**src/rtl/instr_fetch_buffer.sv**
```systemverilog
`default_nettype none
// ============================================================================
// Module      : instr_fetch_buffer
// Description : MIPS fetch stage. Holds the fetch PC, drives the instruction
//               RAM address and queues each returned word with its PC in a
//               small FIFO. The FIFO feeds decode over a valid/ready
//               handshake. Branch/jump redirects flush the queue. A redirect
//               to HALT_ADDR stops fetching until reset.
// Revision    : 1.0 - initial release
// ============================================================================
module instr_fetch_buffer #(
  parameter logic [31:0] RESET_VECTOR = 32'hBFC00000,
  parameter logic [31:0] HALT_ADDR    = 32'h00000000,
  parameter int          DEPTH        = 4
) (
  input  logic                     clk,
  input  logic                     reset,
  output logic [31:0]              instr_address,
  input  logic [31:0]              instr_readdata,
  output logic                     out_valid,
  input  logic                     out_ready,
  output logic [31:0]              out_instr,
  output logic [31:0]              out_pc,
  input  logic                     redirect_valid,
  input  logic [31:0]              redirect_pc,
  output logic                     active,
  output logic [$clog2(DEPTH):0]   occupancy
);

  localparam int PTR_W = $clog2(DEPTH);
  localparam int CNT_W = PTR_W + 1;
  localparam logic [CNT_W-1:0] C_DEPTH_CNT = CNT_W'(DEPTH);

  typedef enum logic [0:0] {
    ST_RUN    = 1'b0,
    ST_HALTED = 1'b1
  } state_t;

  state_t            state_q, state_d;
  logic              active_q, active_d;
  logic [31:0]       fetch_pc_q, fetch_pc_d;
  logic [PTR_W-1:0]  head_q, head_d;
  logic [PTR_W-1:0]  tail_q, tail_d;
  logic [CNT_W-1:0]  count_q, count_d;
  logic [31:0]       pc_mem_q    [DEPTH];
  logic [31:0]       pc_mem_d    [DEPTH];
  logic [31:0]       instr_mem_q [DEPTH];
  logic [31:0]       instr_mem_d [DEPTH];

  logic              is_run;
  logic              not_empty;
  logic              pop;
  logic              push;
  logic              take_redirect;
  logic [31:0]       aligned_pc;

  // Next-state logic: redirect flushes and wins over push/pop; otherwise the
  // FIFO pushes the current RAM word and pops the head as the handshake allows.
  always_comb begin
    is_run        = (state_q == ST_RUN);
    not_empty     = (count_q != '0);
    pop           = not_empty & out_ready;
    take_redirect = is_run & redirect_valid;
    // A full FIFO can still accept a word when the head leaves this cycle.
    push          = is_run & ~redirect_valid & ((count_q != C_DEPTH_CNT) | pop);
    aligned_pc    = {redirect_pc[31:2], 2'b00};

    state_d     = state_q;
    active_d    = active_q;
    fetch_pc_d  = fetch_pc_q;
    head_d      = head_q;
    tail_d      = tail_q;
    count_d     = count_q;
    pc_mem_d    = pc_mem_q;
    instr_mem_d = instr_mem_q;

    if (take_redirect) begin
      // Any pop offered alongside the redirect is dropped with the flush.
      head_d     = '0;
      tail_d     = '0;
      count_d    = '0;
      fetch_pc_d = aligned_pc;
      if (aligned_pc == HALT_ADDR) begin
        state_d  = ST_HALTED;
        active_d = 1'b0;
      end
    end else begin
      if (push) begin
        pc_mem_d[tail_q]    = fetch_pc_q;
        instr_mem_d[tail_q] = instr_readdata;
        tail_d              = tail_q + PTR_W'(1);
        // Wraps modulo 2^32; address 0 reached this way is not a halt.
        fetch_pc_d          = fetch_pc_q + 32'd4;
      end
      if (pop) begin
        head_d = head_q + PTR_W'(1);
      end
      count_d = count_q + CNT_W'(push) - CNT_W'(pop);
    end
  end

  // State registers, cleared asynchronously so reset empties the FIFO at once.
  always_ff @(posedge clk or posedge reset) begin
    if (reset) begin
      state_q    <= ST_RUN;
      active_q   <= 1'b1;
      fetch_pc_q <= RESET_VECTOR;
      head_q     <= '0;
      tail_q     <= '0;
      count_q    <= '0;
      for (int i = 0; i < DEPTH; i++) begin
        pc_mem_q[i]    <= '0;
        instr_mem_q[i] <= '0;
      end
    end else begin
      state_q     <= state_d;
      active_q    <= active_d;
      fetch_pc_q  <= fetch_pc_d;
      head_q      <= head_d;
      tail_q      <= tail_d;
      count_q     <= count_d;
      pc_mem_q    <= pc_mem_d;
      instr_mem_q <= instr_mem_d;
    end
  end

  // Output drive: head fields are forced to zero while the FIFO is empty.
  always_comb begin
    instr_address = fetch_pc_q;
    out_valid     = (count_q != '0);
    out_instr     = out_valid ? instr_mem_q[head_q] : 32'h0;
    out_pc        = out_valid ? pc_mem_q[head_q]    : 32'h0;
    active        = active_q;
    occupancy     = count_q;
  end

endmodule
`default_nettype wire

```
**config.mk**
```make
export PLATFORM = sky130hd
export DESIGN_NAME = instr_fetch_buffer
export DESIGN_NICKNAME = d
export VERILOG_FILES = /design/src/rtl/instr_fetch_buffer.sv
export SDC_FILE = /design/constraint.sdc
export NUM_CORES = 1
export LEC_CHECK = 0
export CORE_MARGIN = 2
export CORE_UTILIZATION = 43
export CTS_CLUSTER_DIAMETER = 30
export DETAILED_ROUTE_END_ITERATION = 8
export GPL_ROUTABILITY_DRIVEN = 0
export SLEW_MARGIN = 25
export SYNTH_ARGS = -nofsm -noshare
export SYNTH_HDL_FRONTEND = slang
export SYNTH_SLANG_ARGS = --single-unit
```
**constraint.sdc**
```tcl
create_clock -name clk -period 13.1 [get_ports clk]
set_clock_uncertainty 0.05 [all_clocks]
set_input_delay 1.31 -clock clk [delete_from_list [all_inputs] [get_ports clk]]
set_output_delay 1.31 -clock clk [all_outputs]
set_load 0.1 [all_outputs]
```
# After elaboration in Yosys (flattened, before gate mapping)
# Cells that the tools add are included.
# word_totals
output_inout_bits	101
rom_bits	0
mem_count	0
mem_bits_rw	0
input_bits	68
register_bits	297
latchBits	0
word_cells	59
# op_classes
mux	19
mul	0
n_reduce_logical	7
n_div	0
shifts	0
eq_ne	1
addsub	5
bitwise	10
order_cmp	3
# op_table
operator	count
two-way mux 32 bit	9
bitwise mux 128 bit	2
binary-select mux 32 bit (select 2 bit)	2
demux 32 bit (select 2 bit)	1
adder 32 x 3 -> 32 bit, second input constant	1
logical NOT 30 bit	1
two-way mux 2 bit	4
>= comparator 3 bit, second input constant	2
inverter 2 -> 3 bit	2
adder 2 x 1 -> 2 bit, second input constant	2
bitwise AND 1 bit	4
AND reduction 2 bit	2
nonzero test 2 bit	2
adder 3 x 1 -> 3 bit	1
less-than comparator 3 x 1 -> 1 bit, second input constant	1
two-way mux 3 bit	1
inequality test 3 bit, second input constant	1
inverter 1 bit	3
nonzero test 3 bit	1
subtractor 3 x 1 -> 3 bit	1
logical AND 1 bit	1
bitwise OR 1 bit	1

# Logic depth before layout (Yosys ltp)
# logic_depth
word_depth	7
mapped_depth	12
mapped_depth_nobuf	11

# Worst setup path before layout
# No wires, ideal clock.
# synth_timing
path_type	reg-to-output
from	register count_q[1], in the netlist occupancy[1]
to	output port out_instr[20]
setup_slack_ps	8460
required_ps	11740
path_stages_with_launch	5
t_arrival_ps	3280
n_path_buf	2
path_cell_list	dfrtp_1 or3_1 clkbuf_1 clkbuf_1 and2_1
# synth_between
elab_chain_cells	2
# synth_rtl
item	line	source
start, declared	44	logic [CNT_W-1:0] count_q, count_d;
start signal, assigned	121	count_q <= count_d;
nonzero test 3 bit	130	out_valid = (count_q != '0);
net out_valid	20	output logic out_valid,
two-way mux 32 bit	131	out_instr = out_valid ? instr_mem_q[head_q] : 32'h0;
end, declared	22	output logic [31:0] out_instr,
# The timed path passes the listed nets, and every way through them passes these cells.

# Worst setup path after layout
# layout_timing
from	register head_q[0]
to	output port out_pc[13]
# layout_between
elab_chain_cells	5
# layout_rtl
item	line	source
start, declared	42	logic [PTR_W-1:0] head_q, head_d;
start signal, assigned	108	head_q <= '0;
start signal, assigned	119	head_q <= head_d;
inverter 2 -> 3 bit (not written as such)	132	out_pc = out_valid ? pc_mem_q[head_q] : 32'h0;
binary-select mux 32 bit (select 2 bit)	132	
two-way mux 32 bit (not written as such) (2 in a row)	132	
two-way mux 32 bit	132	
end, declared	23	output logic [31:0] out_pc,
# Every way passes these cells. The select of a mux whose other input is x is not followed.

==> reports/summary.txt <==
Number of distinct library cells after synthesis = 45
Setup Buffers After CTS = 0
Worst Path Required = 11.74 ns
Synth Area in Simple Gates = 8.30%
Total Routed Length = 32300 um
Synth Area in Compound Gates = 3.30%
Avg Synthesized Cell Area = 13.9 sq um
Synth area leaders = dfrtp_1, mux2_2, mux4_2
First-pass GRT wire length = 52000 um
Max Root-Sink Buffers = 3
Drt initial violations = 337
Number of port buffers = 162
Die H = 180 um
Wirelength per Cell = 20.3 um
Post-synth EDFFs = 0
Hold_buf cts = 0
HPWL Detailed = 18600 um
Total grt overflow = 0
Initial Utilization = 43.6%
Crit. End Element = output pin
Crit-path max FO = 40
RSZ-0062 raised after global routing = no
GRT Util Overall = 20.3%
Period utilization = 40.1%
Number of global-route vias before repair = 9229
Synth warn = 0
Row cnt = 64
Layout cells sized above 1 = 37.3%
Slew HR = 28.7%
Gate Count Post-Synth = 961
Final ANT Viol Nets = 0
Nets = 1210
Max Slew Vio Count = 0
Initial antenna violation count = 0
Commonest cells post-synth = dfrtp_1, mux2_2, and2_1, mux4_2, clkbuf_1
Sequential share of the synthesized area = 53.9%
Multiplexer share of the synthesized area = 30.8%
Hold Slack = 0.422 ns
Startpoint types = flip-flop
Max_cap viols = 0
Drc violations = 0
Clock-pin slew on the worst setup and hold paths = 0.04 ns
Peak Freq = 191 MHz
R2r setup slk = 9.89 ns
Resized cells post-CTS = 0
Synth top area share = 51.9%
XOR/XNOR share of the synthesized area = 0.328%
Data arrival, critical path = 3.89 ns
DR vias = 8638
Maximum number of pins on one net before global-route repair = 144
HP Class = reg -> reg
Synth Cell Area = 0.0134 sq mm
Most instantiated library cell after synthesis = dfrtp_1
Crit Path Class = reg -> out
Core Region = 0.0306 sq mm
Root Buffer = clkbuf_16
Die width = 180 um
Worst Tran Pin Value = 1.07 ns
IO Count = 169
Clock sink total = 287
CTS tree = done
H-tree depth = 3
Vias per cell = 5.44
Post-Synth Adder-Cell Area = 0.806%
Clk Latency, worst-skew pair = 0.55 ns
Post-synthesis register bit count = 287
Router iterations before antenna repair = 5
Setup TNS = 0 ns
# setup viols final = 0
Largest family of logic cells by synthesized area = multiplexers
Yosys top cell by area = dfrtp_1
Final hold violations = 0
Inserted Clock Buffers = 72
Layout overhead on the synthesized area = 32.7%
Synth Flop Type = dfrtp_1
Die area = 0.0325 sq mm
Min Tclk post-route = 5.25 ns
Ys async rst share = 100%
Filler cells = 2533
Outcome = finished, final reports clean
-- registers in the layout, indices dropped and copies added, names as in the netlist --
name	cells
occupancy	3
instr_mem_q	128
tail_q	2
instr_address	30
head_q	2
state_q	1
pc_mem_q	120
active	1
-- placed cells by master, fill, tap and decap left out, drive strengths merged, types with 8 or more instances in the layout --
master	synthesis	final
clkdlybuf4s50	0	162
o21ai	24	24
and2	66	66
nor4	13	13
inv	10	12
buf	16	8
mux4	62	62
dfstp	10	10
a21oi	8	8
o311ai	11	11
clkbuf	58	102
nand2	53	53
nor2	21	21
clkinv	0	15
nand4	15	15
dfrtp	277	277
mux2	240	240
nand3	17	17
-- worst max-delay path, cell delays in order (launching register included) --
cell and delay (ns):
dfrtp_4 0.77, buf_4 0.74, mux4_2 0.59, and2_1 0.21
clkdlybuf4s50_1 0.97
-- layout make-up --
type	instances	area, sq um	area share (%)
inverters	10	50.0	0.282
clock buffers	102	2020	11.4
diodes	1	2.50	0.0141
flip-flops and latches	287	7200	40.6
repair buffers	170	1690	9.51
clock inverters	28	352	1.98
well taps	396	495	2.80
multi-input cells	593	5920	33.4
-- per-layer routing --
layer | vias to the layer above | global-route usage, % | wire length, um
li1 | 3915 | - | -
met1 | 4461 | 26.3 | 14000
met2 | 206 | 33.4 | 15900
met3 | 56 | 4.61 | 1640
met4 | 0 | 7.52 | 720
met5 | - | 0 | 0
-- through the flow --
stage	std cells	worst slack [ns]	cell area (sq um)	utilization [%]
CTS	1586	7.74	17700	57.9
finish	1587	7.85	17700	57.9
global route	1586	7.63	17700	57.9
detailed placement	1456	8.34	15300	50.1
floorplan	964	3.84	13400	-
global placement	1456	8.36	15300	50.0
-- cell families (layout without fill, tap and decap cells) --
group | Yosys count | in the layout
AND/OR/NAND/NOR | 207 | 207
flip-flops | 287 | 287
other | 1 | 5
AO/OA/AOI/OAI | 65 | 65
buffers and inverters | 84 | 310
multiplexers | 304 | 304
adder cells (fa/ha/maj) | 8 | 8
XOR/XNOR | 5 | 5
-- worst paths after layout --
path | startpoint | to | depth (start not counted)
max | head_q[0]$_DFFE_PP0P_ | out_pc[13] | 4
min | pc_mem_q[5]$_DFFE_PP0P_ | pc_mem_q[5]$_DFFE_PP0P_ | 2
max reg2reg | occupancy[1]$_DFF_PP0_ | occupancy[2]$_DFF_PP0_ | 11
min reg2reg | pc_mem_q[5]$_DFFE_PP0P_ | pc_mem_q[5]$_DFFE_PP0P_ | 2
max in group asynchronous | reset | instr_mem_q[65]$_DFFE_PP0P_ | 3
min in group asynchronous | reset | instr_mem_q[57]$_DFFE_PP0P_ | 2
Power is not shown: default switching activity piles up to over one toggle a cycle in this logic, so the estimate is an artifact.
